$ cat config.mk
export PLATFORM = sky130hd
export DESIGN_NAME = aes_stream_ctrl
export DESIGN_NICKNAME = d
export VERILOG_FILES = /design/src/rtl/aes_ctrl_pkg.sv /design/src/rtl/aes_obuf_fifo.sv /design/src/rtl/aes_stream_ctrl.sv
export SDC_FILE = /design/constraint.sdc
export NUM_CORES = 2
export LEC_CHECK = 0
export ABC_AREA = 1
export BUFFER_PORTS_ARGS = -buffer_cell sky130_fd_sc_hd__buf_2
export CAP_MARGIN = 30
export CORE_ASPECT_RATIO = 0.5
export CORE_MARGIN = 2
export CORE_UTILIZATION = 55
export CTS_CLUSTER_SIZE = 16
export DETAILED_ROUTE_END_ITERATION = 16
export GPL_TIMING_DRIVEN = 0
export PLACE_DENSITY = 0.75
export SLEW_MARGIN = 10
export SYNTH_ARGS = -nofsm -noshare
export SYNTH_HDL_FRONTEND = slang
export SYNTH_SLANG_ARGS = --single-unit
$ cat constraint.sdc
create_clock -name m_axi_mm2s_aclk -period 15.15 [get_ports m_axi_mm2s_aclk]
set_input_delay 0.7575 -clock m_axi_mm2s_aclk [delete_from_list [all_inputs] [get_ports m_axi_mm2s_aclk]]
set_output_delay 0.7575 -clock m_axi_mm2s_aclk [all_outputs]
set_load 0.1 [all_outputs]
$ cat src/rtl/aes_ctrl_pkg.sv
// Shared types and status-word layout for the AES stream controller.
// Holds the FSM encoding, pipeline tag, output buffer beat and status helpers.
package aes_ctrl_pkg;

    typedef enum logic [1:0] {
        ST_IDLE  = 2'd0,
        ST_RUN   = 2'd1,
        ST_DRAIN = 2'd2,
        ST_LOAD  = 2'd3
    } ctrl_state_e;

    localparam int unsigned BYTE_CNT_W   = 23;
    localparam int unsigned STS_W        = 32;
    localparam int unsigned STS_DONE_BIT = 31;
    localparam int unsigned STS_CNT_LSB  = 0;

    typedef struct packed {
        logic        valid;
        logic [15:0] keep;
        logic        last;
    } tag_t;

    typedef struct packed {
        logic [127:0] data;
        logic [15:0]  keep;
        logic         last;
    } obuf_beat_t;

    function automatic logic [4:0] keep_bytes(input logic [15:0] keep);
        logic [4:0] n;
        n = '0;
        for (int unsigned i = 0; i < 16; i++) begin
            n = n + 5'(keep[i]);
        end
        return n;
    endfunction

    // Bits between the done flag and the byte count stay zero.
    function automatic logic [STS_W-1:0] make_status(input logic [BYTE_CNT_W-1:0] cnt);
        logic [STS_W-1:0] s;
        s = '0;
        s[STS_DONE_BIT] = 1'b1;
        s[STS_CNT_LSB +: BYTE_CNT_W] = cnt;
        return s;
    endfunction

endpackage

$ cat src/rtl/aes_obuf_fifo.sv
// Output buffer for encrypted beats: FIFO with wrap-around pointers and an
// occupancy count; depth need not be a power of two.
module aes_obuf_fifo #(
    parameter int unsigned DEPTH = 16,
    parameter int unsigned WIDTH = 145
) (
    input  logic                         clk,
    input  logic                         rst,
    input  logic                         wr_en,
    input  logic [WIDTH-1:0]             wr_data,
    input  logic                         rd_en,
    output logic [WIDTH-1:0]             rd_data,
    output logic [$clog2(DEPTH+1)-1:0]   count
);

    localparam int unsigned PTR_W = (DEPTH > 1) ? $clog2(DEPTH) : 1;
    localparam int unsigned CNT_W = $clog2(DEPTH + 1);

    logic [WIDTH-1:0] mem [DEPTH];
    logic [PTR_W-1:0] wr_ptr;
    logic [PTR_W-1:0] rd_ptr;
    logic             empty;
    logic             full;
    logic             wr_ok;
    logic             rd_ok;

    function automatic logic [PTR_W-1:0] ptr_next(input logic [PTR_W-1:0] p);
        return (p == PTR_W'(DEPTH - 1)) ? '0 : p + 1'b1;
    endfunction

    assign empty   = (count == '0);
    assign full    = (count == CNT_W'(DEPTH));
    assign wr_ok   = wr_en && !full;
    assign rd_ok   = rd_en && !empty;
    assign rd_data = mem[rd_ptr];

    always_ff @(posedge clk) begin
        if (wr_ok) begin
            mem[wr_ptr] <= wr_data;
        end
    end

    always_ff @(posedge clk) begin
        if (rst) begin
            wr_ptr <= '0;
            rd_ptr <= '0;
            count  <= '0;
        end else begin
            if (wr_ok) begin
                wr_ptr <= ptr_next(wr_ptr);
            end
            if (rd_ok) begin
                rd_ptr <= ptr_next(rd_ptr);
            end
            case ({wr_ok, rd_ok})
                2'b10:   count <= count + 1'b1;
                2'b01:   count <= count - 1'b1;
                default: count <= count;
            endcase
        end
    end

endmodule

$ cat src/rtl/aes_stream_ctrl.sv
// Streams mm2s beats through an external aes_256 core into s2mm, with
// key reload sequencing, credit-based input flow control and frame status.
module aes_stream_ctrl
    import aes_ctrl_pkg::*;
#(
    parameter int unsigned C_TDATA_WIDTH = 128,
    parameter int unsigned C_AES_LATENCY = 14,
    parameter int unsigned C_OBUF_DEPTH  = 16
) (
    input  logic                       m_axi_mm2s_aclk,
    input  logic                       axi_reset,
    input  logic                       ctrl_en,
    input  logic                       key_load,
    input  logic [255:0]               key_in,
    input  logic [C_TDATA_WIDTH-1:0]   m_axis_mm2s_tdata,
    input  logic [C_TDATA_WIDTH/8-1:0] m_axis_mm2s_tkeep,
    input  logic                       m_axis_mm2s_tvalid,
    input  logic                       m_axis_mm2s_tlast,
    output logic                       m_axis_mm2s_tready,
    output logic [C_TDATA_WIDTH-1:0]   aes_state,
    output logic [255:0]               aes_key,
    input  logic [C_TDATA_WIDTH-1:0]   aes_out,
    output logic [C_TDATA_WIDTH-1:0]   s_axis_s2mm_tdata,
    output logic [C_TDATA_WIDTH/8-1:0] s_axis_s2mm_tkeep,
    output logic                       s_axis_s2mm_tvalid,
    output logic                       s_axis_s2mm_tlast,
    input  logic                       s_axis_s2mm_tready,
    output logic [31:0]                s_axis_s2mm_sts_tdata,
    output logic [3:0]                 s_axis_s2mm_sts_tkeep,
    output logic                       s_axis_s2mm_sts_tvalid,
    output logic                       s_axis_s2mm_sts_tlast,
    input  logic                       s_axis_s2mm_sts_tready,
    output logic                       busy
);

    localparam int unsigned OCC_W = $clog2(C_OBUF_DEPTH + 1);

    wire clk = m_axi_mm2s_aclk;
    wire rst = axi_reset;

    ctrl_state_e           state;
    logic [255:0]          key_cap;
    tag_t                  tag_sr [C_AES_LATENCY];
    logic [31:0]           inflight;
    logic [OCC_W-1:0]      occ;
    logic                  obuf_empty;
    logic                  accept;
    logic                  obuf_rd;
    obuf_beat_t            obuf_wr;
    obuf_beat_t            head;
    logic [BYTE_CNT_W-1:0] byte_cnt;
    logic                  sts_valid;
    logic [STS_W-1:0]      sts_data;

    always_comb begin
        inflight = '0;
        for (int unsigned i = 0; i < C_AES_LATENCY; i++) begin
            inflight = inflight + 32'(tag_sr[i].valid);
        end
    end

    // Every beat in flight already owns a buffer slot, so a full buffer is never written.
    assign m_axis_mm2s_tready = (state == ST_RUN) && ((32'(occ) + inflight) < C_OBUF_DEPTH);
    assign accept             = m_axis_mm2s_tvalid && m_axis_mm2s_tready;

    always_ff @(posedge clk) begin
        if (rst) begin
            state   <= ST_IDLE;
            key_cap <= '0;
            aes_key <= '0;
        end else begin
            case (state)
                ST_IDLE: begin
                    if (key_load) begin
                        key_cap <= key_in;
                        state   <= ST_DRAIN;
                    end else if (ctrl_en) begin
                        state <= ST_RUN;
                    end
                end
                ST_RUN: begin
                    if (key_load) begin
                        key_cap <= key_in;
                        state   <= ST_DRAIN;
                    end else if (!ctrl_en) begin
                        state <= ST_IDLE;
                    end
                end
                ST_DRAIN: begin
                    if (key_load) begin
                        key_cap <= key_in;
                    end else if (inflight == '0) begin
                        // Loaded on entry so the new key is already presented during LOAD.
                        aes_key <= key_cap;
                        state   <= ST_LOAD;
                    end
                end
                ST_LOAD: begin
                    if (key_load) begin
                        key_cap <= key_in;
                        state   <= ST_DRAIN;
                    end else begin
                        state <= ctrl_en ? ST_RUN : ST_IDLE;
                    end
                end
                default: state <= ST_IDLE;
            endcase
        end
    end

    always_ff @(posedge clk) begin
        if (rst) begin
            aes_state <= '0;
            for (int unsigned i = 0; i < C_AES_LATENCY; i++) begin
                tag_sr[i] <= '0;
            end
        end else begin
            aes_state <= accept ? m_axis_mm2s_tdata : '0;
            tag_sr[0] <= '{valid: accept,
                           keep:  accept ? m_axis_mm2s_tkeep : '0,
                           last:  accept && m_axis_mm2s_tlast};
            for (int unsigned i = 1; i < C_AES_LATENCY; i++) begin
                tag_sr[i] <= tag_sr[i-1];
            end
        end
    end

    assign obuf_wr = '{data: aes_out,
                       keep: tag_sr[C_AES_LATENCY-1].keep,
                       last: tag_sr[C_AES_LATENCY-1].last};

    aes_obuf_fifo #(
        .DEPTH (C_OBUF_DEPTH),
        .WIDTH ($bits(obuf_beat_t))
    ) u_obuf (
        .clk     (clk),
        .rst     (rst),
        .wr_en   (tag_sr[C_AES_LATENCY-1].valid),
        .wr_data (obuf_wr),
        .rd_en   (obuf_rd),
        .rd_data (head),
        .count   (occ)
    );

    // A frame's last beat waits until the previous frame's status is taken.
    assign obuf_empty         = (occ == '0);
    assign s_axis_s2mm_tvalid = !obuf_empty && !(head.last && sts_valid);
    assign s_axis_s2mm_tdata  = obuf_empty ? '0 : head.data;
    assign s_axis_s2mm_tkeep  = obuf_empty ? '0 : head.keep;
    assign s_axis_s2mm_tlast  = !obuf_empty && head.last;
    assign obuf_rd            = s_axis_s2mm_tvalid && s_axis_s2mm_tready;

    always_ff @(posedge clk) begin
        if (rst) begin
            byte_cnt  <= '0;
            sts_valid <= 1'b0;
            sts_data  <= '0;
        end else begin
            if (sts_valid && s_axis_s2mm_sts_tready) begin
                sts_valid <= 1'b0;
            end
            if (obuf_rd) begin
                if (head.last) begin
                    byte_cnt  <= '0;
                    sts_valid <= 1'b1;
                    sts_data  <= make_status(byte_cnt + BYTE_CNT_W'(keep_bytes(head.keep)));
                end else begin
                    byte_cnt <= byte_cnt + BYTE_CNT_W'(keep_bytes(head.keep));
                end
            end
        end
    end

    assign s_axis_s2mm_sts_tdata  = sts_data;
    assign s_axis_s2mm_sts_tkeep  = sts_valid ? 4'hF : 4'h0;
    assign s_axis_s2mm_sts_tvalid = sts_valid;
    assign s_axis_s2mm_sts_tlast  = sts_valid;

    assign busy = (state != ST_IDLE) || (inflight != '0) || !obuf_empty;

endmodule

After elaboration in Yosys (flattened, before gate mapping)
Memory sizes are Yosys's and may differ from the RTL's. A register that Yosys moved wholly into a read port is not among the register bits.
Index checks and enable logic that the tools add are counted.
Word-level totals
  bits in registers: 703
  RAM bits: 2572
  bits of input ports: 536
  output and inout port bits: 570
  word-level logic and storage cells: 145
  memories kept: 2
Operators by class
  add/sub/neg operators: 34
  magnitude comparators: 1
  equality and inequality tests: 13
  muxes and demuxes: 43
  bitwise gates (word level): 16
  reduce and logical (&&, ||, !) cells: 26
Memories
  u_obuf.mem: depth 16, bits a word 145, read ports 1, clocked after Yosys merged registers in 1, write ports 1, RTL line aes_obuf_fifo.sv:19  | logic [WIDTH-1:0] mem [DEPTH];
  tag_sr: depth 14, bits a word 18, read ports 14, clocked after Yosys merged registers in 0, write ports 14, RTL line aes_stream_ctrl.sv:43  | tag_t tag_sr [C_AES_LATENCY];
Operator list (number)
  $mux 256: 2
  $mux 18: 14
  $mux 128: 1
  $add 5x1->5: 11
  $logic_not 32->1: 1
  $mux 16: 2
  $reduce_bool 32->1: 1
  $add 23x5->23: 1
  $mux 23: 1
  $mux 4: 5
  $add 5x14->15: 1
  $lt 15x5->1 const B: 1
  $add 13x1->14: 1
  $mux 2: 7
  $or 1x1->1: 14
  $add 12x1->13: 1
  $add 11x1->12: 1
  $add 10x1->11: 1
  $add 4x1->5: 2
  $add 9x1->10: 1
  $logic_and 1x1->1: 10
  $pmux 5 s2: 1
  $add 8x1->9: 1
  $mux 1: 9
  other kinds (28): 43

Longest topological paths before layout
An unclocked memory read counts as a cell.
  depth in word-level cells: 20
  depth in mapped cells: 33
  mapped depth without buffers: 28

By module
A second synthesis with hierarchy kept.
Unflattened totals
  cell total of the unflattened synthesis: 11456
  area total of the unflattened synthesis: 125992.1 um^2
By module, submodules not included
  aes_obuf_fifo: times used 1, cells each 7245, area each 92652.6 um^2, seq. area each 70007.1 um^2
  aes_stream_ctrl: times used 1, cells each 4211, area each 33339.5 um^2, seq. area each 18858.1 um^2

Least setup slack after synthesis
Ideal clock, no wire load.
  path kind: reg2reg
  from: register u_obuf.count[1]
  to: memory u_obuf.mem[7][0], enable pin
  setup time: 0.828 ns
  arrival: 10.652 ns
  data required time: 14.322 ns
  slack: 3.671 ns
  cell stages (with the launch flop): 7
  path buffers: 0
  clock period less this slack: 11.479 ns
  cell sequence: dfxtp_1 nor4_1 nand2_1 nand2_1 inv_1 nand2_1 nor3_1
Between the ends
  word-level cells in the longest chain between the ends: 5
Ends and longest elaborated chain
  start: declaration: RTL line aes_obuf_fifo.sv:13  | output logic [$clog2(DEPTH+1)-1:0] count
  start signal: assignment: RTL line aes_obuf_fifo.sv:56  | 2'b10: count <= count + 1'b1;
  start signal: assignment: RTL line aes_obuf_fifo.sv:57  | 2'b01: count <= count - 1'b1;
  start signal: assignment: RTL line aes_obuf_fifo.sv:58  | default: count <= count;
  $eq 5x5->1: RTL line aes_obuf_fifo.sv:32  | assign full = (count == CNT_W'(DEPTH));
  $logic_not 1->1: RTL line aes_obuf_fifo.sv:33  | assign wr_ok = wr_en && !full;
  $logic_and 1x1->1: RTL line aes_obuf_fifo.sv:33
  $mux 1: RTL line aes_obuf_fifo.sv:38  | if (wr_ok) begin
  $mux 1 (implied by the code): RTL line aes_obuf_fifo.sv:39  | mem[wr_ptr] <= wr_data;
  end: declaration: RTL line aes_obuf_fifo.sv:19
Every way passes these cells.

==> impl_metrics.yaml <==
floorplanning:
  fp.dieW_um: 671
  io_pins: 1106
  rows: 122
  die_y_um: 338
  die_area_um2: 227000
  initial_core_util_pct: 55.4
  fp.coreArea_um2: 221000
synth:
  netlist_area_um2: 123000
  synth_commonest_cells: "edfxtp_1 (2320), nor2_1 (2134), o21ai_0 (1623)"
  synth-seq-cells: 3279
  synth_most_common_cell: "edfxtp_1"
  async_reset_ff_share_pct: 0
  synth_area_leaders: "edfxtp_1 (57%), dfxtp_1 (16%), o21ai_0 (6.6%)"
  yosys.area.top_type: "edfxtp_1"
  yosys_warnings: 0
  avgSynthCellArea_um2: 11.8
  syn_inst: 10300
  ys.flop_type: "edfxtp_1"
  synth_top_area_share_pct: 56.9
  ys_seq_area_share_pct: 72.5
  synthDistinctLibCells: 44
  synth_edf_count: 2320
worst_setup_path:
  r2r_slack_ns: 7.91
  cp.depth: 28
  path_common_cell: "fa_1"
  critPathMaxFanout: 12
  timing_worst_setup_path_type: "reg2reg"
  start_kind: "flop"
  worstPathArrival_ns: 7.98
  required_ns: 15.90
  cp_num_buf_inv: 10
  worst-r2r-cell-count: 28
  path_delay_family: "adder cells"
  endpoint: "s_axis_s2mm_sts_tdata[10]$_SDFFE_PP0P_"
  crit_slowest_cell: "fa_1"
  timing.rr.end: "s_axis_s2mm_sts_tdata[10]$_SDFFE_PP0P_"
  max_stage_delay_ns: 0.61
  endpoint_kind: "flop"
cts:
  clk_pin_slew_ns: 0.07
  post-cts-setup-buffer-count: 0
  holdBufCountCts: 0
  cts_tree: "done"
  htreeDepth: 5
  cts_buffer_depth: 4
  clock_sinks: 3279
  numCtsBuffers: 282
  cts_resized: 0
  clk_latency_ns: 0.88
  clockRootBuffer: "clkbuf_16"
timing:
  skew_ns: 0.0614
  maxSlewHeadroom_pct: 24.8
  hold_viol_final: 0
  rsz0062_at_grt: "no"
  worstMarginPinSlew_ns: 1.13
  setup_tns_ns: 0
  hold_slack_ns: 0.0881
  setup_viol: 0
  slew_violations: 0
  fin_ws_ns: 7.91
  period_share_pct: 47.8
  fmax_mhz: 138
  period_needed_ns: 7.24
global_routing:
  grt_max_degree: 25
  antenna_found_initial: 83
  grt_use_total_pct: 34.8
  grt_pass1_vias: 85900
  grt_pass1_wl_mm: 577
  overflow: 0
route:
  antenna_left: 0
  viasPerCell: 6.13
  drtIter0Drc: 15200
  post_drt_wl_per_cell_um: 27.3
  dr.pass1.iters: 8
  drt_wl_total_mm: 413
  drc_errors: 0
  vias: 92900
pwr:
  ir_worst_vdd_mv: 0.508
  clkPwrFrac_pct: 24.7
  swShare_pct: 45.6
  p_seq_share_pct: 33.8
  combPwrFrac_pct: 41.5
  p_leak_nw: 51.9
  p_int_w: 0.0158
  p_switching_w: 0.0132
  cellPowerDensity_nw_per_um2: 202
status:
  outcome: "completed"
placement:
  dp_slack_ns: 8.25
  port_buffers: 1095
  dp_hpwl_mm: 284
  gp_congestion: 0.933
finish:
  layout-drive-gt1-share_pct: 15.6
  multi_input_area_um2: 27700
  final_nets: 12500
  nFillCells: 16100
  area_growth_pct: 17.4
  final-seq-area_um2: 88900
run:
  maxCapViolCount: 0
min_path:
  hold_class: "in2reg"
## power groups by stage
stage / clock, W / sequential (W) / combinational (W)
floorplan: 0 / 0.0108 / 0.00710
global placement: 0 / 0.0100 / 0.0115
detailed placement: 0 / 0.0100 / 0.0117
CTS: 0.00715 / 0.00984 / 0.0117
global route: 0.00749 / 0.00985 / 0.0124
finish: 0.00717 / 0.00984 / 0.0121
## cells in the final DEF, fill, tap and decap left out, types with 4 or more instances in the layout
| cell type | count |
|---|---|
| buf_1 | 11 |
| buf_8 | 14 |
| nor2_1 | 2119 |
| a32o_1 | 4 |
| xnor2_1 | 4 |
| o221ai_1 | 385 |
| buf_6 | 23 |
| nand3_1 | 176 |
| edfxtp_1 | 2320 |
| clkinv_2 | 46 |
| nor2_4 | 16 |
| xor2_1 | 11 |
| buf_4 | 58 |
| clkbuf_1 | 591 |
| o21ai_0 | 1623 |
| diode_2 | 78 |
| conb_1 | 8 |
| nand3b_1 | 7 |
| o21ai_1 | 46 |
| clkinv_1 | 37 |
| clkbuf_16 | 299 |
| ha_1 | 28 |
| bufinv_16 | 13 |
| clkbuf_2 | 12 |
| buf_12 | 87 |
| buf_16 | 27 |
| buf_2 | 1235 |
| nand2_1 | 289 |
| nand4_1 | 5 |
| clkbuf_8 | 13 |
| inv_1 | 768 |
| nor3_1 | 4 |
| a21oi_1 | 436 |
| inv_6 | 11 |
| dfxtp_1 | 959 |
| o22ai_1 | 179 |
| o211ai_1 | 161 |
| fa_1 | 22 |
## metal layers
metal / GRT usage, % / wire length, um / vias up
met4: 20.5 / 25700 / 28
met3: 11.1 / 59600 / 1383
met2: 53.2 / 185000 / 7651
met5: 0 / 172 / -
met1: 43.9 / 143000 / 44200
li1: - / - / 39700
## logic make-up after synthesis
kind of cell | after synthesis | share of synthesized area (%)
AOI/OAI and AO/OA | 2850 | 13.4
other | 1 | 0.00306
xor gates and xnor gates | 15 | 0.107
DFF | 3279 | 72.5
adders and majority gates | 50 | 0.645
buffers and inverters | 1513 | 4.97
and+or+nand+nor | 2632 | 8.34
## how the worst min path moves through the flow
stage,from,to,slack (ns),cells after the start
2_1_floorplan,tag_sr[0][82]$_SDFF_PP0_,tag_sr[0][100]$_SDFF_PP0_,0.39,2
3_3_place_gp,tag_sr[1][51]$_SDFF_PP0_,tag_sr[1][69]$_SDFF_PP0_,0.39,2
3_5_place_dp,tag_sr[0][32]$_SDFF_PP0_,tag_sr[0][50]$_SDFF_PP0_,0.39,2
4_1_cts,m_axis_mm2s_tdata[55],aes_state[55]$_SDFF_PP0_,0.07,3
5_1_grt,m_axis_mm2s_tdata[50],aes_state[50]$_SDFF_PP0_,0.08,3
6_report,m_axis_mm2s_tdata[76],aes_state[76]$_SDFF_PP0_,0.09,3
## worst register-to-register path, delay by kind of cell (launching register included)
family                     cells  cell delay (ns)
AOI/OAI and AO/OA              3             0.61
xor gates and xnor gates       1             0.21
adders and majority gates      6             2.76
buffers and inverters         10             2.17
DFF                            1             0.32
and+or+nand+nor                8             1.07
## sequential cells by signal, summed over array words and instances (netlist names), named ones only
| name | flops |
|---|---|
| state | 1 |
| u_obuf.count | 5 |
| byte_cnt | 23 |
| tag_sr | 252 |
| u_obuf.rd_ptr | 4 |
| s_axis_s2mm_sts_tlast | 1 |
| s_axis_s2mm_sts_tdata | 24 |
| aes_key | 256 |
| u_obuf.wr_ptr | 4 |
| u_obuf.mem | 2320 |
| key_cap | 256 |
| aes_state | 128 |
## through the flow
stage / area, um2 / total power [W] / instances / utilization [%]
finish: 144000 / 0.0291 / 15100 / 65.0
CTS: 144000 / 0.0287 / 15100 / 64.9
detailed placement: 135000 / 0.0217 / 14600 / 60.9
floorplan: 123000 / 0.0179 / 10300 / -
global route: 144000 / 0.0297 / 15100 / 65.0
global placement: 132000 / 0.0215 / 14400 / 59.5
## final cells by class
type                       count  area share, %
multi-input combinational   5555           19.3
buffer                       741           2.23
tap                         2976           2.59
clock inverter               113          0.625
antenna                       78          0.136
clock buffer                 379           5.50
inverter                     772           2.02
sequential                  3279           61.8
timing repair buffer        1250           5.86
Note: power is estimated with default switching activity, not from simulation.
